==> src/rtl/rv_isa_pkg.sv <==
// ---------------------------------------------------------------------------
// rv_isa_pkg
// Shared RV32I encoding constants. The opcodes match the main decoder's case
// labels, so encoder and decoder cannot drift apart.
//   OP_*    : 7-bit major opcodes for the supported instruction classes
//   kind_e  : instruction class selector used on the loader's kind port
//   F3_*    : fixed funct3 values for lw/sw/beq
// ---------------------------------------------------------------------------
package rv_isa_pkg;

   localparam logic [6:0] OP_LW  = 7'b0000011;
   localparam logic [6:0] OP_SW  = 7'b0100011;
   localparam logic [6:0] OP_R   = 7'b0110011;
   localparam logic [6:0] OP_BEQ = 7'b1100011;
   localparam logic [6:0] OP_I   = 7'b0010011;
   localparam logic [6:0] OP_JAL = 7'b1101111;

   typedef enum logic [2:0] {
      KIND_LW  = 3'd0,
      KIND_SW  = 3'd1,
      KIND_R   = 3'd2,
      KIND_BEQ = 3'd3,
      KIND_I   = 3'd4,
      KIND_JAL = 3'd5
   } kind_e;

   localparam logic [2:0] F3_LW  = 3'b010;
   localparam logic [2:0] F3_SW  = 3'b010;
   localparam logic [2:0] F3_BEQ = 3'b000;

endpackage

==> src/rtl/rv_word_pack.sv <==
// ---------------------------------------------------------------------------
// rv_word_pack
// Combinational RV32I word packer: maps an instruction class plus its fields
// onto a 32-bit machine word and flags whether the request is encodable.
//   i_kind     : instruction class (kind_e; 6 and 7 are illegal)
//   i_rd/i_rs1/i_rs2 : register numbers
//   i_funct3   : funct3 for R-type / I-type ALU
//   i_funct7b5 : bit 30 for R-type, and for I-type shifts (funct3=101)
//   i_imm      : 21-bit signed immediate (byte offset for beq/jal)
//   o_word     : encoded instruction (0 when illegal)
//   o_legal    : 1 when kind is known and the immediate fits
// ---------------------------------------------------------------------------
module rv_word_pack
   import rv_isa_pkg::*;
(
   input  logic [2:0]  i_kind,
   input  logic [4:0]  i_rd,
   input  logic [4:0]  i_rs1,
   input  logic [4:0]  i_rs2,
   input  logic [2:0]  i_funct3,
   input  logic        i_funct7b5,
   input  logic [20:0] i_imm,
   output logic [31:0] o_word,
   output logic        o_legal
);

   // Immediate fits a 12-bit (13-bit) signed field when every bit above the
   // field's sign bit is a copy of it.
   logic w_fit12;
   logic w_fit13;
   assign w_fit12 = (&i_imm[20:11]) | ~(|i_imm[20:11]);
   assign w_fit13 = (&i_imm[20:12]) | ~(|i_imm[20:12]);

   always_comb begin
      o_word  = '0;
      o_legal = 1'b0;
      case (kind_e'(i_kind))
         KIND_LW: begin
            o_word  = {i_imm[11:0], i_rs1, F3_LW, i_rd, OP_LW};
            o_legal = w_fit12;
         end
         KIND_SW: begin
            o_word  = {i_imm[11:5], i_rs2, i_rs1, F3_SW, i_imm[4:0], OP_SW};
            o_legal = w_fit12;
         end
         KIND_R: begin
            o_word  = {1'b0, i_funct7b5, 5'b0, i_rs2, i_rs1, i_funct3, i_rd, OP_R};
            o_legal = 1'b1;
         end
         KIND_BEQ: begin
            o_word  = {i_imm[12], i_imm[10:5], i_rs2, i_rs1, F3_BEQ,
                       i_imm[4:1], i_imm[11], OP_BEQ};
            o_legal = w_fit13 & ~i_imm[0];
         end
         KIND_I: begin
            o_word = {i_imm[11:0], i_rs1, i_funct3, i_rd, OP_I};
            // srli/srai: bit 30 selects arithmetic shift, not an imm bit
            if (i_funct3 == 3'b101) o_word[30] = i_funct7b5;
            o_legal = w_fit12;
         end
         KIND_JAL: begin
            o_word  = {i_imm[20], i_imm[10:1], i_imm[11], i_imm[19:12], i_rd, OP_JAL};
            o_legal = ~i_imm[0];
         end
         default: begin
            o_word  = '0;
            o_legal = 1'b0;
         end
      endcase
   end

endmodule

==> src/rtl/instr_encoder_loader.sv <==
// ---------------------------------------------------------------------------
// instr_encoder_loader
// Accepts RV32I instruction fields over valid/ready, encodes them and writes
// the words sequentially into instruction memory starting at BASE_ADDR.
//   clk, reset        : clock, synchronous active-high reset
//   restart           : rewind to BASE_ADDR (only acted on in IDLE/FULL)
//   in_valid/in_ready : field handshake
//   kind..imm         : instruction fields
//   imem_we/waddr/wdata : one-cycle write port toward instruction memory
//   err               : one-cycle pulse on an unencodable request
//   full, word_count  : fill status since reset/restart
// Timing: accept edge -> ENC -> WR; write strobe visible after the WR edge,
// i.e. two cycles after the accept edge, one word every three cycles.
// ---------------------------------------------------------------------------
module instr_encoder_loader
   import rv_isa_pkg::*;
#(
   parameter logic [31:0] BASE_ADDR = 32'h0000_0000,
   parameter int          DEPTH     = 64,
   localparam int         CW        = $clog2(DEPTH + 1)
) (
   input  logic          clk,
   input  logic          reset,
   input  logic          restart,
   input  logic          in_valid,
   output logic          in_ready,
   input  logic [2:0]    kind,
   input  logic [4:0]    rd,
   input  logic [4:0]    rs1,
   input  logic [4:0]    rs2,
   input  logic [2:0]    funct3,
   input  logic          funct7b5,
   input  logic [20:0]   imm,
   output logic          imem_we,
   output logic [31:0]   imem_waddr,
   output logic [31:0]   imem_wdata,
   output logic          err,
   output logic          full,
   output logic [CW-1:0] word_count
);

   typedef enum logic [2:0] {
      S_IDLE = 3'd0,
      S_ENC  = 3'd1,
      S_WR   = 3'd2,
      S_ERR  = 3'd3,
      S_FULL = 3'd4
   } state_e;

   state_e        r_state;
   logic          r_in_ready;
   logic [2:0]    r_kind;
   logic [4:0]    r_rd, r_rs1, r_rs2;
   logic [2:0]    r_funct3;
   logic          r_funct7b5;
   logic [20:0]   r_imm;
   logic [31:0]   r_word;
   logic [31:0]   r_ptr;
   logic [CW-1:0] r_count;
   logic          r_we, r_err, r_full;
   logic [31:0]   r_waddr, r_wdata;

   logic [31:0]   w_word;
   logic          w_legal;

   rv_word_pack u_pack (
      .i_kind     (r_kind),
      .i_rd       (r_rd),
      .i_rs1      (r_rs1),
      .i_rs2      (r_rs2),
      .i_funct3   (r_funct3),
      .i_funct7b5 (r_funct7b5),
      .i_imm      (r_imm),
      .o_word     (w_word),
      .o_legal    (w_legal)
   );

   always_ff @(posedge clk) begin
      if (reset) begin
         r_state    <= S_IDLE;
         r_in_ready <= 1'b0;
         r_kind     <= '0;
         r_rd       <= '0;
         r_rs1      <= '0;
         r_rs2      <= '0;
         r_funct3   <= '0;
         r_funct7b5 <= 1'b0;
         r_imm      <= '0;
         r_word     <= '0;
         r_ptr      <= BASE_ADDR;
         r_count    <= '0;
         r_we       <= 1'b0;
         r_err      <= 1'b0;
         r_full     <= 1'b0;
         r_waddr    <= BASE_ADDR;
         r_wdata    <= '0;
      end else begin
         r_we  <= 1'b0;
         r_err <= 1'b0;
         case (r_state)
            S_IDLE, S_FULL: begin
               if (restart) begin
                  // restart takes priority over a same-cycle in_valid
                  r_ptr      <= BASE_ADDR;
                  r_count    <= '0;
                  r_full     <= 1'b0;
                  r_state    <= S_IDLE;
                  r_in_ready <= 1'b1;
               end else if (r_state == S_IDLE) begin
                  r_in_ready <= 1'b1;
                  if (in_valid && r_in_ready) begin
                     r_kind     <= kind;
                     r_rd       <= rd;
                     r_rs1      <= rs1;
                     r_rs2      <= rs2;
                     r_funct3   <= funct3;
                     r_funct7b5 <= funct7b5;
                     r_imm      <= imm;
                     r_in_ready <= 1'b0;
                     r_state    <= S_ENC;
                  end
               end
            end
            S_ENC: begin
               r_word  <= w_word;
               r_state <= w_legal ? S_WR : S_ERR;
            end
            S_WR: begin
               r_we    <= 1'b1;
               r_waddr <= r_ptr;
               r_wdata <= r_word;
               r_ptr   <= r_ptr + 32'd4;
               r_count <= r_count + 1'b1;
               if (r_count == CW'(DEPTH - 1)) begin
                  r_full  <= 1'b1;
                  r_state <= S_FULL;
               end else begin
                  r_in_ready <= 1'b1;
                  r_state    <= S_IDLE;
               end
            end
            S_ERR: begin
               r_err      <= 1'b1;
               r_in_ready <= 1'b1;
               r_state    <= S_IDLE;
            end
            default: begin
               r_state    <= S_IDLE;
               r_in_ready <= 1'b1;
            end
         endcase
      end
   end

   assign in_ready   = r_in_ready;
   assign imem_we    = r_we;
   assign imem_waddr = r_waddr;
   assign imem_wdata = r_wdata;
   assign err        = r_err;
   assign full       = r_full;
   assign word_count = r_count;

endmodule
==> config.mk <==
export PLATFORM = sky130hd
export DESIGN_NAME = instr_encoder_loader
export DESIGN_NICKNAME = d
export VERILOG_FILES = /design/src/rtl/rv_isa_pkg.sv /design/src/rtl/rv_word_pack.sv /design/src/rtl/instr_encoder_loader.sv
export SDC_FILE = /design/constraint.sdc
export NUM_CORES = 1
export LEC_CHECK = 0
export ABC_AREA = 1
export BUFFER_PORTS_ARGS = -buffer_cell sky130_fd_sc_hd__buf_4
export CAP_MARGIN = 25
export CORE_MARGIN = 1.5
export CORE_UTILIZATION = 55
export CTS_CLUSTER_DIAMETER = 60
export DETAILED_ROUTE_END_ITERATION = 10
export GPL_ROUTABILITY_DRIVEN = 0
export PLACE_DENSITY = 0.78
export SYNTH_ARGS = -nofsm -noshare
export SYNTH_HDL_FRONTEND = slang
export SYNTH_SLANG_ARGS = --single-unit
==> constraint.sdc <==
create_clock -name clk -period 1.9 [get_ports clk]
set_input_delay 0.285 -clock clk [delete_from_list [all_inputs] [get_ports clk]]
set_output_delay 0.285 -clock clk [all_outputs]
set_load 0.02 [all_outputs]
==> run summary, run 1 <==
total negative slack = 0 ps
vias in the first global route = 6264
Pins Over Slew Limit = 0
top-count cell post-synth = nand2_1
Die Height = 120 um
mean post-synth cell area = 7.20 um^2
layout cell share with drive strength beyond 1 = 0.187
ranking of synthesized cells by area = dfxtp_1 (47%), nand2_1 (14%), a21oi_1 (10%)
peak supply drop = 0.667 mV
Max Freq = 0.610 GHz
area fraction of the dominant cell type after synthesis = 0.469
Setup Skew = 8.19 ps
post-place instance area = 8530 um^2
DR pass1 iterations = 5
Routed Antenna Nets = 0
RSZ-0062 raised after global routing = no
Starting Density = 0.566
# resized after CTS = 0
status = completed
CTS Hold Bufs = 0
CTS tree = built
Sink Count = 177
crit path kind = reg2reg
critical path data arrival time = 1970 ps
final cell count without fillers = 1332
Synth top cells by count = nand2_1 (283), dfxtp_1 (177), a21oi_1 (151)
Yosys top cell by area = dfxtp_1
Cells after DPL = 1300
R2R cell count = 8
Critical Path Start Type = register
initial antenna violation count = 0
actual slew at the worst max-slew pin = 554 ps
power consumption = 8.12 mW
sequential fraction of the synthesis area = 0.469
worst path cell trace = ha_1 > nand3_2 > nor3_4 > nand3_2 > nand2_1 > nand3_1 > nand2_1 > nor2_2
final instance area = 9130 um^2
Mapped Area = 7560 um^2
clk slew on worst S/H paths = 70 ps
number of flops mapped to enable cells by yosys = 0
CTS Buffer Depth = 2
Critical Path Sink Type = register
Worst path max stage delay = 390 ps
WHS = 74.0 ps
IO Pins = 122
die area = 14500 um^2
Core Rows = 42
clock root cell = clkbuf_16
PD cells = 889 nW/um^2
global-route wire length before repair = 30100 um
Setup Buffers After CTS = 0
global route overflow = 0
DRC Markers = 0
nets@finish = 1192
total track usage = 0.263
Skew-Pair Late Insertion Delay = 440 ps
die width = 120 um
Final min period = 1640 ps
drt via density = 5.35
largest net degree at the start of global routing = 78
total number of H-tree levels = 4
Final Cycle Share = 0.863
cell family with most CP delay = simple AND/OR/NAND/NOR gates
post-DP HPWL = 12900 um
ant diodes = 0
# Max-Cap Violations = 0
Hold Path Depth = 2
CP Buf/Inv Count = 0
port bufs = 119
final number of setup-violating endpoints = 0
post-place setup slack = 284 ps
DRT iter0 DRCs = 530
Yosys warning total = 0
Cell variety after synth = 42
number of CTS-inserted buffers = 17
HP Class = in2reg
post-layout util = 0.684
via count = 7129
Core ar. = 13300 um^2
Synth Flop Type = dfxtp_1
WP depth = 8
WP data required = 2230 ps
LEAKAGE = 3.44 nW
Slew HR = 0.631
crit path max fanout = 6
highest-delay cell along the critical path = dfxtp_1
ys async rst share = 0
WL final = 18600 um
flops & latches, synth = 177
area grow syn2layout = 20.8%
Cells after Synth = 1050
WL per Instance = 14.0 um
Hold Vio Cnt, Final = 0
crit path setup slack, layout = 260 ps
-- cell families after synthesis --
family                   share of synthesized area
buffers and inverters                       0.0746
AND/OR/NAND/NOR                              0.266
adder cells (fa/ha/maj)                    0.00331
other                                     0.000496
AO/OA/AOI/OAI                                0.187
flip-flops                                   0.469
-- report_power, final --
| group | internal (mW) | switching (mW) | total, mW |
|---|---|---|---|
| clock network | 2.02 | 1.57 | 3.59 |
| registers | 3.81 | 0.0659 | 3.87 |
| logic | 0.241 | 0.418 | 0.660 |
| total | 6.07 | 2.05 | 8.12 |
-- cell usage in the layout, fill, tap and decap left out, types with 5 or more instances in the layout --
master       n
o21ai_0     79
nand2_1    283
dfxtp_1    177
nor2_1      98
a21oi_1    151
inv_2       11
clkbuf_16   17
buf_4      125
o22ai_1      9
inv_1       62
nor2_2      10
nand2_2     13
nand4_1      6
nand3_1     47
nand3_2      5
-- sequential cells by signal, indices dropped and copies added (netlist names) --
signal and cells:
r_rs1 5, r_funct7b5 1, r_funct3 3, r_kind 3, r_ptr 30, r_imm 21, r_state 3, r_rs2 5
full 1, in_ready 1, r_rd 5, imem_we 1, word_count 7, imem_waddr 30, err 1, r_word 30
imem_wdata 30
-- worst paths after layout --
check | to | from | slack [ps]
setup / recovery | r_ptr[18] | r_ptr[3] | 260
hold / removal | word_count[3] | reset | 70
setup reg to reg | r_ptr[18] | r_ptr[3] | 260
hold reg to reg | r_rs1[1] | r_rs1[1] | 460
-- per-layer routing --
layer	global-route usage	wire, um	share of wire	vias to the layer above
met2	0.443	9190	0.49	220
met5	0	0	0	-
met1	0.324	7970	0.43	3234
li1	-	-	-	3635
met3	0.0571	882	0.047	40
met4	0.115	576	0.031	0
-- worst reg2reg max path, cell delays in order, from the launching register on --
cell	delay, ps
dfxtp_1	390
ha_1	300
nand3_2	170
nor3_4	260
nand3_2	160
nand2_1	90
nand3_1	60
nand2_1	70
nor2_2	40
-- cell type report --
| class | count | area [um^2] |
|---|---|---|
| Clock inverter | 14 | 169 |
| Timing Repair Buffer | 129 | 1020 |
| Inverter | 76 | 288 |
| Fill cell | 1170 | 4210 |
| Multi-Input combinational cell | 742 | 3460 |
| Tap cell | 176 | 220 |
| Sequential cell | 177 | 3540 |
| Clock buffer | 18 | 439 |
No activity file was read; power rests on OpenSTA's default activity.
==> run 2, diff against run 1 <==
Settings changed: CORE_MARGIN 1.5 to 2, MAX_ROUTING_LAYER set to met4, SKIP_LAST_GASP set to 1.
==> run summary, run 2 (synthesized netlist as in run 1, its figures left out) <==
status = completed
Final min period = 1660 ps (+19.7 ps)
Pins Over Slew Limit = 0 (unchanged)
crit path max fanout = 6 (unchanged)
cell family with most CP delay = simple AND/OR/NAND/NOR gates
Sw Share = 0.238 (-0.0149)
CP Buf/Inv Count = 0 (unchanged)
Hold Path Depth = 3 (+1)
via count = 7095 (-0.48%)
Worst path max stage delay = 400 ps (about the same)
# resized after CTS = 0 (unchanged)
global-route wire length before repair = 30600 um (+1.8%)
DRC Markers = 0 (unchanged)
area grow syn2layout = 20.2%
WL per Instance = 14.1 um (+0.81%)
worst path cell trace = ha_1 > nand3_2 > nor3_4 > nand3_2 > nand2_1 > nand3_1 > nand2_1 > nor2_2
RR Startpoint = r_ptr[3]
Hold Startpoint = imm[8]
clk slew on worst S/H paths = 60 ps (about the same)
Gate power share = 0.083 (+0.002)
R2R cell count = 8 (unchanged)
Starting Density = 0.566 (unchanged)
nets@finish = 1191 (-0.084%)
Hold Path End = r_imm[8]
# Max-Cap Violations = 0 (unchanged)
Die Height = 121 um (+0.83%)
sequential cell area = 3540 um^2 (unchanged)
Core Rows = 42 (unchanged)
DR pass1 iterations = 6 (+1)
Critical Path Sink Type = register
multi-input logic area = 3460 um^2 (unchanged)
R2R setup slack = 240 ps (-20 ps)
IO Pins = 122 (unchanged)
WL final = 18800 um (+0.73%)
DRT iter0 DRCs = 731 (+38%)
Hold Vio Cnt, Final = 0 (unchanged)
routed metal-1 wire length = 8190 um (+2.7%)
clock root cell = clkbuf_16
PD cells = 878 nW/um^2 (-1.2%)
Final Cycle Share = 0.873 (+0.0104)
port bufs = 119 (unchanged)
Setup Skew = 4.40 ps (-3.78 ps)
ant diodes = 0 (unchanged)
NetSw = 1.90 mW (-7.5%)
WP data required = 2230 ps (about the same)
most frequent cells in the layout = nand2_1 (283), dfxtp_1 (177), a21oi_1 (151)
Setup Buffers After CTS = 0 (unchanged)
Slew HR = 0.630 (-0.00100)
Critical Path Start Type = register
initial antenna violation count = 0 (unchanged)
Max Freq = 0.603 GHz (-1.2%)
drt via density = 5.33 (-0.40%)
CTS Hold Bufs = 0 (unchanged)
global route overflow = 0 (unchanged)
critical path data arrival time = 1990 ps (+20 ps)
met3 WL = 943 um (+6.9%)
Clk pwr share = 0.432 (-0.010)
vias in the first global route = 6381 (+1.9%)
fillers = 1156 (-1.2%)
number of CTS-inserted buffers = 17 (unchanged)
metal2 WL = 9130 um (-0.67%)
RR Endpoint = r_ptr[18]
RSZ-0062 raised after global routing = no
actual slew at the worst max-slew pin = 556 ps (+1.50 ps)
LEAKAGE = 3.42 nW (-0.34%)
Routed Antenna Nets = 0 (unchanged)
die width = 121 um (+0.83%)
WHS = 104 ps (+29.6 ps)
total negative slack = 0 ps (unchanged)
post-DP HPWL = 13000 um (+0.93%)
final number of setup-violating endpoints = 0 (unchanged)
Skew-Pair Late Insertion Delay = 430 ps (about the same)
largest net degree at the start of global routing = 101 (+29%)
total track usage = 0.269 (+0.00608)
highest-delay cell along the critical path = dfxtp_1
uppermost layer routed = met4
Sequential Power Share = 0.485 (+0.008)
HP Class = in2reg
peak supply drop = 0.667 mV (about the same)
most common cell after layout, fill and taps aside = nand2_1
Internal = 6.08 mW (+0.28%)
layout cell share with drive strength beyond 1 = 0.184 (-0.00330)
crit path kind = reg2reg
Sink Count = 177 (unchanged)
CTS Buffer Depth = 2 (unchanged)
die area = 14700 um^2 (+1.7%)
total number of H-tree levels = 4 (unchanged)
CTS tree = built
Core ar. = 13300 um^2 (unchanged)
run 2: changes by cell type in the layout (fill, tap and decap cells not counted):
cell / previous run / this run
buf_12: 4 / 3
clkbuf_1: 0 / 3
clkbuf_8: 1 / 3
clkinv_2: 0 / 4
clkinv_4: 2 / 1
clkinvlp_4: 3 / 1
inv_6: 4 / 1
inv_8: 3 / 0
run 2: worst max-delay path by stage:
stage                          start             to  slack [ps]  depth (start not counted)
after global routing      r_state[0]      r_ptr[16]         130                          8
after floorplan             r_ptr[3]      r_ptr[18]         490                          8
after global placement      r_ptr[3]      r_ptr[18]         340                          8
after detailed placement     restart  word_count[3]         300                          6
after CTS                   r_ptr[3]      r_ptr[18]         270                          8
final                       r_ptr[3]      r_ptr[18]         240                          8
run 2: tightest hold or removal path, delay by kind of cell:
kind / cells / cell delay (ps)
buffers and inverters: 1 / 70
AOI/OAI and AO/OA: 1 / 70
and+or+nand+nor: 1 / 70
run 2: per-layer routing:
metal / track usage / vias up
met4: 0.104 / 0
met1: 0.326 / 3223
met3: 0.0564 / 42
met5: - / -
li1: - / 3619
met2: 0.440 / 211
run 2: cell type report:
type / count / share of cell area
multi-input cells: 742 / 0.380
repair buffers: 128 / 0.110
clock inverters: 9 / 0.0116
well taps: 176 / 0.0242
inverters: 76 / 0.0317
clock buffers: 23 / 0.0526
flip-flops and latches: 177 / 0.390
run 2: through the flow:
| step | cells | total power, mW | worst slack (ps) | utilization | cell area [um^2] |
|---|---|---|---|---|---|
| after floorplan | 1051 | 4.40 | 493 | - | 7560 |
| after global placement | 1299 | 4.60 | 341 | 0.637 | 8510 |
| after detailed placement | 1299 | 4.61 | 297 | 0.637 | 8510 |
| after CTS | 1331 | 8.03 | 274 | 0.681 | 9090 |
| after global routing | 1331 | 8.28 | 128 | 0.681 | 9090 |
| final | 1331 | 7.98 | 240 | 0.681 | 9090 |
run 2: power groups by stage:
stage | registers, mW | logic, mW | clock network [mW]
floorplan | 3.97 | 0.429 | 0
global placement | 3.95 | 0.647 | 0
detailed placement | 3.96 | 0.656 | 0
CTS | 3.87 | 0.661 | 3.49
global route | 3.88 | 0.739 | 3.65
finish | 3.88 | 0.661 | 3.45
==> run 3, diff against run 2 <==
Settings changed: CTS_BUF_LIST set to sky130_fd_sc_hd__clkbuf_8.
==> run summary, run 3 (synthesized netlist as in run 1, its figures left out) <==
die area = 14700 um^2 (unchanged)
WP data required = 2270 ps (+40 ps)
vias in the first global route = 6282 (-1.6%)
Core ar. = 13300 um^2 (unchanged)
global-route wire length before repair = 30300 um (-1.2%)
Skew-Pair Late Insertion Delay = 470 ps (+40 ps)
global route overflow = 0 (unchanged)
nets@finish = 1191 (unchanged)
Max Freq = 0.610 GHz (+1.2%)
Core Rows = 42 (unchanged)
Die Height = 121 um (unchanged)
total number of H-tree levels = 4 (unchanged)
most common cell after layout, fill and taps aside = nand2_1
# Max-Cap Violations = 0 (unchanged)
status = completed
Hold Vio Cnt, Final = 0 (unchanged)
WL per Instance = 13.8 um (-1.7%)
Hold Startpoint = imm[8]
largest net degree at the start of global routing = 101 (unchanged)
total track usage = 0.264 (-0.00435)
clk slew on worst S/H paths = 80 ps (+20 ps)
PD cells = 796 nW/um^2 (-9.4%)
Setup Skew = 6.61 ps (+2.21 ps)
RSZ-0062 raised after global routing = no
final number of setup-violating endpoints = 0 (unchanged)
most frequent cells in the layout = nand2_1 (283), dfxtp_1 (177), a21oi_1 (151)
CTS Buffer Depth = 2 (unchanged)
Pins Over Slew Limit = 0 (unchanged)
actual slew at the worst max-slew pin = 574 ps (+18.2 ps)
CTS Hold Bufs = 0 (unchanged)
DRC Markers = 0 (unchanged)
post-DP HPWL = 13000 um (unchanged)
fillers = 1207 (+4.4%)
LEAKAGE = 3.35 nW (-2.2%)
Routed Antenna Nets = 0 (unchanged)
clock root cell = clkbuf_8
total negative slack = 0 ps (unchanged)
Critical Path Sink Type = register
area grow syn2layout = 17.7%
CTS tree = built
layout cell share with drive strength beyond 1 = 0.184 (unchanged)
# resized after CTS = 0 (unchanged)
Sink Count = 177 (unchanged)
Slew HR = 0.617 (-0.0121)
port bufs = 119 (unchanged)
post-place setup slack = 297 ps (unchanged)
crit path max fanout = 6 (unchanged)
Starting Density = 0.566 (unchanged)
RR Startpoint = r_ptr[3]
initial antenna violation count = 0 (unchanged)
HP Class = in2reg
IO Pins = 122 (unchanged)
Setup Buffers After CTS = 0 (unchanged)
Final Cycle Share = 0.863 (-0.0102)
die width = 121 um (unchanged)
DRT iter0 DRCs = 611 (-16%)
DR pass1 iterations = 6 (unchanged)
via count = 7073 (-0.31%)
ant diodes = 0 (unchanged)
worst setup path start = r_ptr[3]
crit path kind = reg2reg
crit path setup slack, layout = 260 ps (+19.5 ps)
number of CTS-inserted buffers = 17 (unchanged)
Final min period = 1640 ps (-19.5 ps)
Critical Path Start Type = register
critical path data arrival time = 2010 ps (+20 ps)
WL final = 18400 um (-1.7%)
peak supply drop = 0.465 mV (-30%)
drt via density = 5.31 (-0.31%)
run 3: cell count changes in the layout (fill, tap and decap cells not counted):
cell / before / now
clkbuf_1: 3 / 0
clkbuf_8: 3 / 20
inv_1: 62 / 65
clkbuf_16: 17 / 0
run 3: cell type report:
type,instances,area [um^2],area share
sequential,177,3540,0.398
tap,176,220,0.0248
inverter,76,288,0.0323
clock buffer,20,275,0.0309
clock inverter,12,116,0.0131
timing repair buffer,128,998,0.112
multi-input combinational,742,3460,0.388
run 3: power by group:
group / switching, mW / internal [mW]
sequential: 0.0651 / 3.80
combinational: 0.421 / 0.236
clock: 1.30 / 1.25
total: 1.78 / 5.30
run 3: final timing paths:
check	to	slack (ps)	cells past startpoint
worst max-delay path	r_ptr[18]	260	8
worst min-delay path	r_imm[8]	70	3
worst max register to register	r_ptr[18]	260	8
worst min register to register	r_word[28]	460	2
run 3: routing by layer:
layer,track usage,part of all wire,routed length (um),vias to the layer above
li1,-,-,-,3629
met1,0.326,0.44,8030,3188
met2,0.423,0.48,8860,210
met3,0.0531,0.051,941,46
met4,0.114,0.033,601,0
met5,-,0,0,-
run 3: worst max-delay path, stage by stage (launching register included):
cell and delay, ps:
dfxtp_1 400, ha_1 310, nand3_2 170, nor3_4 240
nand3_2 160, nand2_1 90, nand3_1 60, nand2_1 70
nor2_2 40
run 3: metrics by stage:
stage | instances | utilization | instance area (um^2) | total power, mW | hold slack (ps)
after floorplan | 1051 | - | 7560 | 4.40 | 430
after global placement | 1299 | 0.637 | 8510 | 4.60 | 444
after detailed placement | 1299 | 0.637 | 8510 | 4.61 | 450
after CTS | 1331 | 0.667 | 8900 | 7.12 | 54.2
after global routing | 1331 | 0.667 | 8900 | 7.37 | 61.8
final | 1331 | 0.667 | 8900 | 7.08 | 68.2
